===== config.mk =====
export PLATFORM = sky130hd
export DESIGN_NAME = pu_play_driver
export DESIGN_NICKNAME = d
export VERILOG_FILES = /design/src/rtl/play_pkg.sv /design/src/rtl/play_prescaler.sv /design/src/rtl/pu_play_driver.sv
export SDC_FILE = /design/constraint.sdc
export NUM_CORES = 1
export LEC_CHECK = 0
export ABC_AREA = 1
export CORE_AREA = 2 2 105 107
export DETAILED_ROUTE_END_ITERATION = 7
export DIE_AREA = 0 0 107 109
export PLACE_DENSITY = 0.79
export SKIP_CTS_REPAIR_TIMING = 1
export SLEW_MARGIN = 20
export SYNTH_ARGS = -nofsm -noshare
export SYNTH_HDL_FRONTEND = slang
export SYNTH_SLANG_ARGS = --single-unit

===== constraint.sdc =====
create_clock -name clk -period 1.9 [get_ports clk]
set_input_delay 0.38 -clock clk [delete_from_list [all_inputs] [get_ports clk]]
set_output_delay 0.38 -clock clk [all_outputs]
set_load 0.005 [all_outputs]

===== src/rtl/play_pkg.sv =====
// Shared definitions for the PU play driver: FSM state encoding, error counter
// width and default attribute index flagging an invalid result.
package play_pkg;

  typedef enum logic [2:0] {
    S_IDLE = 3'd0,
    S_WR_A = 3'd1,
    S_WR_B = 3'd2,
    S_WAIT = 3'd3,
    S_RD   = 3'd4,
    S_GAP  = 3'd5
  } play_state_e;

  localparam int unsigned ERR_WIDTH       = 16;
  localparam int unsigned INVALID_DEFAULT = 1;

endpackage


===== src/rtl/play_prescaler.sv =====
// Free-running gap prescaler: counts while enabled, held at zero while cleared,
// wrap_o flags the last count of a 2^STEP_DIV_WIDTH cycle window.
module play_prescaler #(
  parameter int unsigned STEP_DIV_WIDTH = 20
) (
  input  logic clk,
  input  logic RST,
  input  logic clr_i,
  input  logic en_i,
  output logic wrap_o
);

  logic [STEP_DIV_WIDTH-1:0] cnt_q, cnt_d;

  always_comb begin
    cnt_d = cnt_q;
    if (clr_i)     cnt_d = '0;
    else if (en_i) cnt_d = cnt_q + 1'b1;
  end

  always_ff @(posedge clk) begin
    if (RST) cnt_q <= '0;
    else     cnt_q <= cnt_d;
  end

  assign wrap_o = en_i && !clr_i && (cnt_q == '1);

endmodule


===== src/rtl/pu_play_driver.sv =====
// Stimulus/readback driver for one PU under test: write A, write B, wait,
// read and capture, repeat. Optional invalid-result checker: PLAY_CHECK_EN.
module pu_play_driver
  import play_pkg::*;
#(
  parameter int unsigned DATA_WIDTH     = 32,
  parameter int unsigned ATTR_WIDTH     = 4,
  parameter int unsigned INVALID        = INVALID_DEFAULT,
  parameter int unsigned LATENCY        = 8,
  parameter int unsigned STEP_DIV_WIDTH = 20,
  parameter int unsigned LED_WIDTH      = 8
) (
  input  logic                  clk,
  input  logic                  RST,
  input  logic                  mode_int,
  input  logic                  speed,
  input  logic                  sel_res,
  output logic                  pu_signal_wr,
  output logic                  pu_signal_sel,
  output logic [DATA_WIDTH-1:0] pu_data_in,
  output logic [ATTR_WIDTH-1:0] pu_attr_in,
  output logic                  pu_res_select,
  output logic                  pu_signal_oe,
  input  logic [DATA_WIDTH-1:0] pu_data_out,
  input  logic [ATTR_WIDTH-1:0] pu_attr_out,
  output logic                  busy,
  output logic                  result_valid,
  output logic [DATA_WIDTH-1:0] result_data,
  output logic [ATTR_WIDTH-1:0] result_attr,
  output logic [ERR_WIDTH-1:0]  err_count,
  output logic [LED_WIDTH-1:0]  led
);

  if (INVALID >= ATTR_WIDTH || LED_WIDTH > DATA_WIDTH || LED_WIDTH == 0) begin : g_bad_cfg
    $error("pu_play_driver: INVALID or LED_WIDTH out of range");
  end

  localparam int unsigned WAIT_W    = (LATENCY > 1) ? $clog2(LATENCY) : 1;
  localparam int unsigned WAIT_LAST = (LATENCY > 0) ? LATENCY - 1 : 0;

  play_state_e             state_q, state_d;
  logic [WAIT_W-1:0]       wait_cnt_q, wait_cnt_d;
  logic [DATA_WIDTH-1:0]   seq_q;
  logic                    sel_q;
  logic                    valid_q;
  logic [DATA_WIDTH-1:0]   res_data_q;
  logic [ATTR_WIDTH-1:0]   res_attr_q;
  logic                    gap_wrap;

  play_prescaler #(
    .STEP_DIV_WIDTH(STEP_DIV_WIDTH)
  ) u_prescaler (
    .clk    (clk),
    .RST    (RST),
    .clr_i  (state_q != S_GAP),
    .en_i   (state_q == S_GAP),
    .wrap_o (gap_wrap)
  );

  always_comb begin
    state_d       = state_q;
    wait_cnt_d    = '0;
    pu_signal_wr  = 1'b0;
    pu_signal_sel = 1'b0;
    pu_signal_oe  = 1'b0;
    pu_data_in    = '0;
    case (state_q)
      S_IDLE: if (mode_int) state_d = S_WR_A;
      S_WR_A: begin
        pu_signal_wr = 1'b1;
        pu_data_in   = seq_q;
        state_d      = S_WR_B;
      end
      S_WR_B: begin
        pu_signal_wr  = 1'b1;
        pu_signal_sel = 1'b1;
        pu_data_in    = seq_q | DATA_WIDTH'(1);
        state_d       = (LATENCY == 0) ? S_RD : S_WAIT;
      end
      S_WAIT: begin
        if (wait_cnt_q == WAIT_W'(WAIT_LAST)) state_d = S_RD;
        else wait_cnt_d = wait_cnt_q + 1'b1;
      end
      S_RD: begin
        pu_signal_oe = 1'b1;
        if (!mode_int)  state_d = S_IDLE;
        else if (speed) state_d = S_WR_A;
        else            state_d = S_GAP;
      end
      S_GAP: if (gap_wrap) state_d = mode_int ? S_WR_A : S_IDLE;
      default: state_d = S_IDLE;
    endcase
  end

  always_ff @(posedge clk) begin
    if (RST) begin
      state_q    <= S_IDLE;
      wait_cnt_q <= '0;
      seq_q      <= '0;
      sel_q      <= 1'b0;
      valid_q    <= 1'b0;
      res_data_q <= '0;
      res_attr_q <= '0;
    end else begin
      state_q    <= state_d;
      wait_cnt_q <= wait_cnt_d;
      valid_q    <= (state_q == S_RD);
      // Latch the selector on entry so it is stable for the whole transaction.
      if (state_d == S_WR_A) sel_q <= sel_res;
      if (state_q == S_RD) begin
        res_data_q <= pu_data_out;
        res_attr_q <= pu_attr_out;
        seq_q      <= seq_q + 1'b1;
      end
    end
  end

`ifdef PLAY_CHECK_EN
  logic [ERR_WIDTH-1:0] err_q;

  always_ff @(posedge clk) begin
    if (RST) err_q <= '0;
    else if (state_q == S_RD && pu_attr_out[INVALID] && err_q != '1) err_q <= err_q + 1'b1;
  end

  assign err_count = err_q;
`else
  assign err_count = '0;
`endif

  always_comb begin
    led = res_data_q[DATA_WIDTH-1 -: LED_WIDTH];
`ifdef PLAY_CHECK_EN
    led[LED_WIDTH-1] = (err_q != '0);
`endif
  end

  assign pu_attr_in    = '0;
  assign pu_res_select = sel_q;
  assign busy          = (state_q != S_IDLE);
  assign result_valid  = valid_q;
  assign result_data   = res_data_q;
  assign result_attr   = res_attr_q;

endmodule

==> reports/qor.txt <==
GPL Wtd Cong -> 0.8980
Die Ht -> 109 um
min Tclk post-route -> 1864 ps
hold worst-path end -> wait_cnt_q[0]
first-pass GRT wire length -> 19530 um
total number of vias -> 4806
unrepaired setup endpoints after global routing -> true
worst-case reg-to-reg path depth -> 9
area leader, netlist -> dfxtp_1
WHS -> 431.6 ps
layout cells sized above 1 -> 0.09300
Routed Antenna Nets -> 0
R2R setup slack -> 190 ps
Worst Hold Path Cells -> 1
max-slew violations -> 0
clk sinks -> 96
vias per cell -> 4.754
Distinct cells, synth -> 29
Top Ports -> 143
HP Class -> register to register
Seq. cell area -> 0.001927 mm^2
post-route clock period utilization -> 0.9809
vias in the first global route -> 4324
Setup crit end kind -> output pin
non-filler cells, final -> 1011
sequential area share after synthesis -> 0.3884
total track usage -> 0.2088
Reg-to-Reg End -> seq_q[14]
full die area -> 0.01166 mm^2
status -> finished, final reports clean
CTS max path bufs -> 2
DRC viols -> 0
FILL cells -> 997
DR WL/cell -> 11.83 um
Worst VDD drop -> 379.1 uV
ys async rst share -> 0
Layout Nets -> 911
RR Startpoint -> seq_q[0]
Pwr Total -> 3.809 mW
Layout area overhead -> 32.24%
Leakage Power -> 2.896 nW
clk_skew -> 10.34 ps
Fmax -> 536.6 MHz
Cell Area, Synth -> 0.004948 mm^2
Top FF cell, synth -> dfxtp_1
Gate Count Post-Synth -> 748
CP Class -> register to output pin
Final setup violation count -> 0
MaxCap Viol Count -> 0
largest net degree at the start of global routing -> 56
CTS clock-pin slew for the worst setup and hold paths -> 90 ps
syn_area_per_cell -> 6.616 um^2
CTS tree -> yes
Die X-Extent -> 107 um
CP required -> 1520 ps
Placement Cell Area -> 0.006241 mm^2
H-tree depth -> 3
initial DRC count -> 269
total wire length -> 11960 um
IO Port Bufs -> 122
Critical Path Fanout Max -> 14
post-DP HPWL -> 8804 um
root buffer cell -> clkbuf_8
Area contributors post-synth -> dfxtp_1 (39%), nor2_1 (13%), nand2_1 (12%)
CP Data Arrival Time -> 1480 ps
Synth top area share -> 0.3884
clock insertion delay at the later pin of the skew report -> 350 ps
Hold Fails Final Rpt -> 0
n_diodes -> 0
initial antenna violation count -> 0
area occupied by multi-input gates -> 0.002500 mm^2
synthesized flop and latch total -> 96
Synth warnings -> 0
core area -> 0.01060 mm^2
Placed Cells -> 992
Final Cell Area -> 0.006544 mm^2
initial cell density of the core -> 0.4667
GRT overflow -> 0
num rows -> 38
CP startpoint kind -> register
PD cells -> 582.1 mW/mm^2
drt pass-1 iters -> 5
total CTS buffers -> 9
Post-synth EDFFs -> 0
Hold Crit Start -> wait_cnt_q[0]
logic make-up after synthesis:
| logic type | count (synthesis) | share of synthesized area |
|---|---|---|
| AO/OA/AOI/OAI | 91 | 0.09305 |
| XOR/XNOR | 11 | 0.01947 |
| adder cells (fa/ha/maj) | 4 | 0.01011 |
| buffers and inverters | 134 | 0.1264 |
| flip-flops | 96 | 0.3884 |
| other | 1 | 0.0007578 |
| AND/OR/NAND/NOR | 411 | 0.3618 |
cells in the mapped netlist (7+ instances only):
cell type	number
xor2_1	8
nand3_1	29
a21oi_1	37
inv_1	77
o21ai_0	52
buf_4	29
dfxtp_1	96
nor2_1	175
clkbuf_1	12
nand2_1	152
nor3_1	17
buf_2	11
nand4_1	7
nor2_4	9
power by group:
part,total [mW],internal (mW),switching (mW),leakage (nW)
Clock,1.34,0.644,0.701,0.0993
Sequential,2.04,2.03,0.0150,0.775
Combinational,0.424,0.215,0.209,2.02
worst max-delay path by stage:
stage	from	to	slack (ps)	cells past startpoint
floorplan	seq_q[0]	seq_q[16]	380	9
finish	state_q[0]	pu_data_in[25]	40	7
CTS	state_q[0]	pu_data_in[1]	-440	6
global placement	state_q[0]	pu_data_in[1]	20	6
global route	state_q[0]	pu_data_in[5]	-70	7
detailed placement	state_q[0]	pu_data_in[1]	-3	6
worst max-delay path: stages, from the launching register on:
cell            delay, ps
dfxtp_4               390
buf_4                 110
nand3_2                90
nand2_2                90
inv_2                  60
buf_6                 140
nor2_1                 90
dlymetal6s2s_1        140
stage by stage:
| step | TNS [ps] | worst slack [ps] | util |
|---|---|---|---|
| after global placement | 0 | 20.87 | 0.5886 |
| after global routing | -1060 | -67.81 | 0.6172 |
| after floorplan | 0 | 379.7 | - |
| after detailed placement | -2.831 | -2.831 | 0.5886 |
| after CTS | -12450 | -436.0 | 0.6073 |
| final | 0 | 36.24 | 0.6172 |
final cells by class:
type | count | area share
inverters | 82 | 0.04742
multi-input cells | 537 | 0.3820
clock inverters | 5 | 0.008604
clock buffers | 11 | 0.02161
well taps | 140 | 0.02677
flip-flops and latches | 96 | 0.2945
repair buffers | 140 | 0.2191
sequential cells by signal, indices dropped and copies added, names as in the netlist:
| name | count |
|---|---|
| seq_q | 32 |
| state_q | 3 |
| pu_res_select | 1 |
| result_data | 32 |
| result_attr | 4 |
| result_valid | 1 |
| u_prescaler.cnt_q | 20 |
| wait_cnt_q | 3 |
routing by layer:
| metal | wire [um] | GRT usage | part of all wire | vias to the layer above |
|---|---|---|---|---|
| met5 | 0 | 0 | 0 | - |
| met3 | 1164 | 0.06097 | 0.097 | 14 |
| met2 | 5396 | 0.3526 | 0.45 | 171 |
| met4 | 169 | 0.07050 | 0.014 | 0 |
| met1 | 5228 | 0.2557 | 0.44 | 2111 |
| li1 | - | - | - | 2510 |
placed cells by master (no fill, tap or decap), types with 2 or more instances in the layout:
cell type | netlist | final
nor2_1 | 175 | 173
nand2_1 | 152 | 151
dfxtp_1 | 96 | 94
clkdlybuf4s50_1 | 0 | 86
inv_1 | 77 | 75
o21ai_0 | 52 | 51
a21oi_1 | 37 | 37
dlymetal6s2s_1 | 0 | 30
nand3_1 | 29 | 27
conb_1 | 1 | 20
nor3_1 | 17 | 17
buf_4 | 29 | 14
nor2_4 | 9 | 11
clkbuf_8 | 0 | 10
xor2_1 | 8 | 8
nand4_1 | 7 | 7
inv_2 | 5 | 6
clkbuf_2 | 0 | 6
nand3_2 | 3 | 5
nand2_2 | 4 | 5
nor2_2 | 5 | 5
nand2_4 | 4 | 4
ha_1 | 4 | 4
xnor2_1 | 3 | 3
nor4_1 | 2 | 2
clkinv_2 | 0 | 2
buf_6 | 0 | 2
buf_12 | 0 | 2
No activity file was read; power rests on OpenSTA's default activity.
